File: src/rtl/int_datapath_md.sv
// int_datapath_md
// Integer datapath for the multicycle CPU. It contains a register file, a
// pipelined RS/RT operand stage, a registered ALU with a flag register, and
// a Y-mux write-back path. An iterative multiply/divide unit writes HI/LO.
//
// Ports:
//   clk, reset             clock, asynchronous active-high reset
//   d_en, d_addr           register file write enable / destination address
//   s_addr, t_addr         source register addresses (combinational reads)
//   t_sel                  RT source: 0 regfile T, 1 dt, 2 pc_in, 3 flags word
//   fs, shamt              ALU function select, shift amount
//   flag_ld                flag register loads dy[3:0] as {C,V,N,Z}
//   md_start, md_op        start multiply (0) / divide (1), unsigned
//   hilo_ld                HI <= RS, LO <= RT (only while the MD unit is idle)
//   y_sel                  write-back mux: 0 HI, 1 LO, 2 ALU_R, 3 D_in,
//                          4 pc_in, 5 flags word, 6/7 ALU_R
//   dy, dt, pc_in          memory data, immediate/IO data, program counter
//   rs, d_out              RS and RT operand registers
//   alu_out                Y-mux output, which is also the register file write data
//   c, v, n, z             flag register
//   md_busy, md_done       MD unit is iterating / result cycle
//   div_zero               the finished operation was a divide by zero
//   md_state               MD FSM state (debug visibility)
//
// MD handshake: the unit samples md_start only in IDLE and latches its
// operands from RS/RT on that edge. md_busy is high for every iteration
// cycle. md_done is high for exactly one cycle. HI/LO hold the new result
// from that cycle on. The unit ignores md_start and hilo_ld while it is
// busy or done.
module int_datapath_md #(
  parameter int W    = 32,
  parameter int NREG = 32,
  localparam int AW  = $clog2(NREG),
  localparam int SW  = $clog2(W)
) (
  input  logic          clk,
  input  logic          reset,
  input  logic          d_en,
  input  logic [AW-1:0] d_addr,
  input  logic [AW-1:0] s_addr,
  input  logic [AW-1:0] t_addr,
  input  logic [1:0]    t_sel,
  input  logic [3:0]    fs,
  input  logic [SW-1:0] shamt,
  input  logic          flag_ld,
  input  logic          md_start,
  input  logic          md_op,
  input  logic          hilo_ld,
  input  logic [2:0]    y_sel,
  input  logic [W-1:0]  dy,
  input  logic [W-1:0]  dt,
  input  logic [W-1:0]  pc_in,
  output logic [W-1:0]  rs,
  output logic [W-1:0]  d_out,
  output logic [W-1:0]  alu_out,
  output logic          c,
  output logic          v,
  output logic          n,
  output logic          z,
  output logic          md_busy,
  output logic          md_done,
  output logic          div_zero,
  output logic [1:0]    md_state
);

  typedef enum logic [1:0] {
    MD_IDLE = 2'd0,
    MD_RUN  = 2'd1,
    MD_DONE = 2'd2
  } md_state_e;

  localparam logic [SW:0] CNT_INIT = (SW+1)'(W);
  localparam logic [SW:0] CNT_ONE  = (SW+1)'(1);

  // ---------------------------------------------------------------------
  // Register file
  // ---------------------------------------------------------------------
  logic [W-1:0] rf [NREG];
  logic [W-1:0] s_val;
  logic [W-1:0] t_val;

  always_ff @(posedge clk or posedge reset) begin
    if (reset) begin
      for (int i = 0; i < NREG; i++) rf[i] <= '0;
    end else if (d_en && (d_addr != '0)) begin
      rf[d_addr] <= alu_out;
    end
  end

  // The read ports do not forward a same-cycle write; they see the old contents.
  assign s_val = (s_addr == '0) ? '0 : rf[s_addr];
  assign t_val = (t_addr == '0) ? '0 : rf[t_addr];

  // ---------------------------------------------------------------------
  // Operand stage, ALU, flags, D_in
  // ---------------------------------------------------------------------
  logic [W-1:0] rs_r, rt_r, alu_r, d_in_r;
  logic         c_r, v_r, n_r, z_r;
  logic [W-1:0] flags_word;
  logic [W-1:0] t_mux;

  assign flags_word = {{(W-4){1'b0}}, c_r, v_r, n_r, z_r};

  always_comb begin
    t_mux = t_val;
    case (t_sel)
      2'd0:    t_mux = t_val;
      2'd1:    t_mux = dt;
      2'd2:    t_mux = pc_in;
      default: t_mux = flags_word;
    endcase
  end

  logic [W-1:0] alu_res;
  logic         alu_c, alu_v;
  logic [W:0]   sum_w;

  // All add-type operations share one (W+1)-bit adder. The top bit is the carry.
  // Subtract adds ~T+1, so the carry is the inverted borrow (S >= T).
  always_comb begin
    alu_res = '0;
    alu_c   = 1'b0;
    alu_v   = 1'b0;
    sum_w   = '0;
    case (fs)
      4'h0: alu_res = rs_r;
      4'h1: alu_res = rt_r;
      4'h2: begin
        sum_w   = {1'b0, rs_r} + {1'b0, rt_r};
        alu_res = sum_w[W-1:0];
        alu_c   = sum_w[W];
        alu_v   = (rs_r[W-1] == rt_r[W-1]) && (alu_res[W-1] != rs_r[W-1]);
      end
      4'h3: begin
        sum_w   = {1'b0, rs_r} + {1'b0, ~rt_r} + CNT_ONE[0 +: 1];
        alu_res = sum_w[W-1:0];
        alu_c   = sum_w[W];
        alu_v   = (rs_r[W-1] != rt_r[W-1]) && (alu_res[W-1] != rs_r[W-1]);
      end
      4'h4: alu_res = rs_r & rt_r;
      4'h5: alu_res = rs_r | rt_r;
      4'h6: alu_res = rs_r ^ rt_r;
      4'h7: alu_res = ~(rs_r | rt_r);
      4'h8: alu_res = {{(W-1){1'b0}}, ($signed(rs_r) < $signed(rt_r))};
      4'h9: alu_res = {{(W-1){1'b0}}, (rs_r < rt_r)};
      4'hA: alu_res = rt_r << shamt;
      4'hB: alu_res = rt_r >> shamt;
      4'hC: alu_res = $signed(rt_r) >>> shamt;
      4'hD: begin
        sum_w   = {1'b0, rs_r} + (W+1)'(1);
        alu_res = sum_w[W-1:0];
        alu_c   = sum_w[W];
        alu_v   = ~rs_r[W-1] & alu_res[W-1];
      end
      4'hE: begin
        // S + all-ones: the carry is set whenever S != 0, that is, no borrow.
        sum_w   = {1'b0, rs_r} + {1'b0, {W{1'b1}}};
        alu_res = sum_w[W-1:0];
        alu_c   = sum_w[W];
        alu_v   = rs_r[W-1] & ~alu_res[W-1];
      end
      default: alu_res = '0;
    endcase
  end

  always_ff @(posedge clk or posedge reset) begin
    if (reset) begin
      rs_r   <= '0;
      rt_r   <= '0;
      alu_r  <= '0;
      d_in_r <= '0;
      c_r    <= 1'b0;
      v_r    <= 1'b0;
      n_r    <= 1'b0;
      z_r    <= 1'b0;
    end else begin
      rs_r   <= s_val;
      rt_r   <= t_mux;
      alu_r  <= alu_res;
      d_in_r <= dy;
      if (flag_ld) begin
        {c_r, v_r, n_r, z_r} <= dy[3:0];
      end else begin
        c_r <= alu_c;
        v_r <= alu_v;
        n_r <= alu_res[W-1];
        z_r <= (alu_res == '0);
      end
    end
  end

  // ---------------------------------------------------------------------
  // Multiply / divide unit
  // ---------------------------------------------------------------------
  md_state_e    md_st, md_st_nx;
  logic [SW:0]  md_cnt;
  logic         md_op_r;
  logic         dz_r;
  logic [W-1:0] md_m;     // multiplicand (multiply) or divisor (divide)
  logic [W-1:0] acc_hi;   // running product high half / partial remainder
  logic [W-1:0] acc_lo;   // multiplier bits then product low half / dividend then quotient
  logic [W-1:0] hi_r, lo_r;
  logic [W-1:0] step_hi, step_lo;
  logic [W:0]   mul_sum;
  logic [W:0]   div_shift;
  logic [W-1:0] div_diff;
  logic         start_dz;

  assign start_dz = md_op && (rt_r == '0);

  // One iteration step.
  // Multiply: conditionally add the multiplicand into the high half, then
  // shift the whole {carry, hi, lo} right by one bit.
  // Divide: shift the next dividend bit into the remainder, and subtract
  // the divisor when it fits. The remainder is always below the divisor,
  // so a W-bit difference is enough.
  always_comb begin
    mul_sum   = '0;
    div_shift = '0;
    div_diff  = '0;
    step_hi   = acc_hi;
    step_lo   = acc_lo;
    if (!md_op_r) begin
      mul_sum = {1'b0, acc_hi} + (acc_lo[0] ? {1'b0, md_m} : '0);
      step_hi = mul_sum[W:1];
      step_lo = {mul_sum[0], acc_lo[W-1:1]};
    end else begin
      div_shift = {acc_hi, acc_lo[W-1]};
      div_diff  = div_shift[W-1:0] - md_m;
      if (div_shift >= {1'b0, md_m}) begin
        step_hi = div_diff;
        step_lo = {acc_lo[W-2:0], 1'b1};
      end else begin
        step_hi = div_shift[W-1:0];
        step_lo = {acc_lo[W-2:0], 1'b0};
      end
    end
  end

  always_comb begin
    md_st_nx = md_st;
    md_busy  = 1'b0;
    md_done  = 1'b0;
    div_zero = 1'b0;
    case (md_st)
      MD_IDLE: begin
        if (md_start) md_st_nx = start_dz ? MD_DONE : MD_RUN;
      end
      MD_RUN: begin
        md_busy = 1'b1;
        if (md_cnt == CNT_ONE) md_st_nx = MD_DONE;
      end
      MD_DONE: begin
        md_done  = 1'b1;
        div_zero = dz_r;
        md_st_nx = MD_IDLE;
      end
      default: md_st_nx = MD_IDLE;
    endcase
  end

  always_ff @(posedge clk or posedge reset) begin
    if (reset) begin
      md_st   <= MD_IDLE;
      md_cnt  <= '0;
      md_op_r <= 1'b0;
      dz_r    <= 1'b0;
      md_m    <= '0;
      acc_hi  <= '0;
      acc_lo  <= '0;
      hi_r    <= '0;
      lo_r    <= '0;
    end else begin
      md_st <= md_st_nx;
      case (md_st)
        MD_IDLE: begin
          // md_start takes priority over hilo_ld.
          if (md_start) begin
            md_op_r <= md_op;
            md_cnt  <= CNT_INIT;
            dz_r    <= start_dz;
            acc_hi  <= '0;
            if (start_dz) begin
              hi_r <= rs_r;
              lo_r <= '1;
            end else if (md_op) begin
              md_m   <= rt_r;
              acc_lo <= rs_r;
            end else begin
              md_m   <= rs_r;
              acc_lo <= rt_r;
            end
          end else if (hilo_ld) begin
            hi_r <= rs_r;
            lo_r <= rt_r;
          end
        end
        MD_RUN: begin
          acc_hi <= step_hi;
          acc_lo <= step_lo;
          md_cnt <= md_cnt - CNT_ONE;
          // The last step writes straight through to HI/LO.
          if (md_cnt == CNT_ONE) begin
            hi_r <= step_hi;
            lo_r <= step_lo;
          end
        end
        default: ;
      endcase
    end
  end

  assign md_state = md_st;

  // ---------------------------------------------------------------------
  // Outputs / Y-mux
  // ---------------------------------------------------------------------
  assign rs    = rs_r;
  assign d_out = rt_r;
  assign c     = c_r;
  assign v     = v_r;
  assign n     = n_r;
  assign z     = z_r;

  always_comb begin
    alu_out = alu_r;
    case (y_sel)
      3'd0:    alu_out = hi_r;
      3'd1:    alu_out = lo_r;
      3'd2:    alu_out = alu_r;
      3'd3:    alu_out = d_in_r;
      3'd4:    alu_out = pc_in;
      3'd5:    alu_out = flags_word;
      default: alu_out = alu_r;
    endcase
  end

endmodule

File: config.mk
export PLATFORM = sky130hd
export DESIGN_NAME = int_datapath_md
export DESIGN_NICKNAME = d
export VERILOG_FILES = /design/src/rtl/int_datapath_md.sv
export SDC_FILE = /design/constraint.sdc
export NUM_CORES = 2
export LEC_CHECK = 0
export CORE_MARGIN = 3
export CORE_UTILIZATION = 50
export CTS_CLUSTER_SIZE = 14
export DETAILED_ROUTE_END_ITERATION = 8
export PLACE_DENSITY_LB_ADDON = 0.05
export SETUP_SLACK_MARGIN = 0.2
export SLEW_MARGIN = 30
export SYNTH_ARGS = -nofsm -noshare
export SYNTH_HDL_FRONTEND = slang
export SYNTH_SLANG_ARGS = --single-unit
File: constraint.sdc
create_clock -name clk -period 60.2 [get_ports clk]
set_input_delay 12.04 -clock clk [delete_from_list [all_inputs] [get_ports clk]]
set_output_delay 12.04 -clock clk [all_outputs]
set_load 0.05 [all_outputs]
==> flow_summary.json <==
{
  "tightestPinTransition_ns": 1.10,
  "crit_arrival_ns": 15.40,
  "reg2reg_to": "z",
  "p_per_area_nw_per_um2": 41.4,
  "viasPerCell": 6.71,
  "synth-main-ff-cell": "dfrtp_1",
  "syn2layout_area_growth_pct": 11.6,
  "ctsHoldBuffers": 0,
  "synth.ff_latch_count": 1326,
  "synthCells": 8143,
  "min_path_cells": 0,
  "ant_nets": 0,
  "layout_commonest_cell": "nand2_1",
  "cts.path.max_buffers": 3,
  "post_cts_resize_count": 0,
  "rsz0062_at_grt": "false",
  "wl_microns": 333000,
  "min_path_type": "reg2reg",
  "clock_latency_ns": 0.81,
  "final_cell_area_sq_um": 91700,
  "htree_levels": 4,
  "route.detailed.drc": 0,
  "finalPower_uw": 3790,
  "wl_per_cell_microns": 32.5,
  "die_y_microns": 411,
  "cp_max_fo": 48,
  "drtIter0Drc": 8834,
  "period_minus_slack_ns": 27.44,
  "hpwl_microns": 212000,
  "drtPass1Iterations": 8,
  "synth_cell_types": 101,
  "end_kind": "primary output",
  "cts_root_buf": "clkbuf_16",
  "drv_slew": 0,
  "r2r_setup_slack_ns": 53.79,
  "ios": 237,
  "min_to": "rf[1022]",
  "grt_pass1_vias": 66300,
  "maxCapViolCount": 0,
  "status": "finished, final reports clean",
  "max_freq_mhz": 36.4,
  "required_ns": 48.16,
  "design.die.area_sq_um": 169000,
  "max-vdd-ir-drop_uv": 41.5,
  "synthArstFlopShare_pct": 100,
  "period_share_pct": 45.6,
  "clock_skew_ns": 0.0465,
  "io_buffers": 236,
  "final_cell_mix": "nand2_1 (1412), dfrtp_1 (1325), o21ai_0 (1209), mux4_2 (692), nor2_1 (356)",
  "die_w_microns": 411,
  "cp-start-kind": "input pin",
  "grt_pass1_wl_microns": 480000,
  "hold_viol": 0,
  "min-delay-start": "rf[1022]",
  "start_util_pct": 50.4,
  "setup_viol": 0,
  "criticalPathCategory": "in2out",
  "antenna_found_initial": 13,
  "clock-sinks": 1326,
  "row_count": 148,
  "tns_ns": 0,
  "cts_tree": "yes",
  "leakagePower_uw": 0.0390,
  "yosys_warnings": 0,
  "nNetsFinal": 8260,
  "clkSlewWorstSetupHoldPaths_ns": 0.05,
  "syn_area_per_cell_sq_um": 10.1,
  "synth_edf_count": 0,
  "rr_worst_depth": 14,
  "max_slew_margin_pct": 26.9,
  "dpl-instance-area_sq_um": 86300,
  "ys_seq_area_share_pct": 40.4,
  "synthesis.area_sq_um": 82100,
  "post-cts-setup-buffers": 0,
  "grt_start_max_net_pins": 164,
  "r2r-start": "rs[1]",
  "cts_buffers": 150,
  "core_sq_um": 163000,
  "grt_usage_pct": 39.2,
  "overflow": 0,
  "syn-num-nets": 8455,
  "vias": 68700,
  "place.gp.congestion": 1.07,
  "utilization_pct": 56.2,
  "hold_ws_ns": 0.398,
  "drive_gt1_share_pct": 17.1
}
-- cell type report --
type | count | area [sq um]
timing repair buffer | 443 | 4140
sequential | 1326 | 33200
multi-input combinational | 5823 | 45700
clock buffer | 220 | 4460
tap | 2175 | 2720
inverter | 204 | 773
clock inverter | 47 | 644
antenna | 8 | 20.0
fill | 14300 | 71300
-- synth_stat cells, drive strengths merged, types with 11 or more instances --
cell type  instances  area, sq um
ha               176         2200
clkbuf           636         2390
o2111ai           11         96.3
a211oi            78          601
o22ai             55          344
a211o             17          149
a31oi             42          269
nand3             98          490
or4               20          154
o211ai            51          388
o21a              30          225
o31a              11         96.3
o221ai            23          201
or3               14         87.6
nor3b             13         97.6
a22oi             64          480
nor2             361         1360
a21o              47          353
xnor2             71          622
and2              52          325
a21oi            298         1490
dfrtp           1326        33200
inv              200          751
o21ai           1248         6250
mux4             692        15600
a221oi            15          138
nor2b             58          363
nand2b            34          213
mux2i            204         2040
a22o              14          123
a221o             15          150
nor4              37          246
nand4             38          244
and3              24          150
a2111oi           18          183
nand2           1443         5420
o31ai             63          478
mux2             105         1180
nor3              84          420
o21bai            13         97.6
buf              154          776
xor2              32          280
-- report_power, final --
| group | internal (uW) | switching [uW] |
|---|---|---|
| Combinational | 600 | 956 |
| Sequential | 1110 | 176 |
| Clock | 555 | 395 |
| Total | 2270 | 1530 |
-- stage by stage --
step	cells	worst slack, ns
4_1_cts	10200	32.82
3_3_place_gp	9963	32.87
3_5_place_dp	9965	32.83
6_report	10200	32.76
2_1_floorplan	8143	10.78
5_1_grt	10200	32.65
-- logic make-up (layout without fill, tap and decap cells) --
kind of cell | count (synthesis) | count (layout) | share of synthesized area (%)
and+or+nand+nor | 2329 | 2329 | 12.2
DFF | 1326 | 1326 | 40.4
xor gates and xnor gates | 103 | 103 | 1.10
buffers and inverters | 994 | 914 | 4.78
other | 0 | 8 | 0
adders and majority gates | 180 | 180 | 2.78
muxes | 1001 | 1001 | 22.9
AOI/OAI and AO/OA | 2210 | 2210 | 15.8
-- critical path: stages --
cell and delay (ns):
buf_2 0.09, buf_4 0.41, nor2b_4 0.47, buf_4 0.57, nand2_1 0.09, o21ai_0 0.22
o21ai_2 0.09, buf_4 0.27, inv_1 0.23, clkdlybuf4s50_1 0.85
-- sequential cells by signal, indices dropped and copies added, names as in the netlist --
signal	flops
v	1
z	1
md_cnt	6
md_state	2
md_m	32
md_op_r	1
n	1
acc_hi	32
dz_r	1
rs	32
acc_lo	32
alu_r	32
d_out	32
c	1
lo_r	32
hi_r	32
rf	1024
d_in_r	32
-- worst max path at each step --
stage	startpoint	end	slack (ns)
after floorplan	reset	acc_hi[0]	10.78
after global placement	y_sel[0]	alu_out[30]	32.87
after detailed placement	y_sel[0]	alu_out[30]	32.83
after CTS	y_sel[0]	alu_out[30]	32.82
after global routing	y_sel[0]	alu_out[30]	32.65
final	y_sel[0]	alu_out[30]	32.76
-- routing by layer --
| layer | share of wire [%] | up-vias | GRT usage (%) | routed length (microns) |
|---|---|---|---|---|
| li1 | - | 29400 | - | - |
| met1 | 40 | 34700 | 53.5 | 133000 |
| met2 | 44 | 3762 | 58.7 | 148000 |
| met3 | 9.7 | 865 | 9.15 | 32500 |
| met4 | 6.1 | 4 | 20.0 | 20200 |
| met5 | 0.0060 | - | 0 | 20 |
No activity file was read; power rests on OpenSTA's default activity.
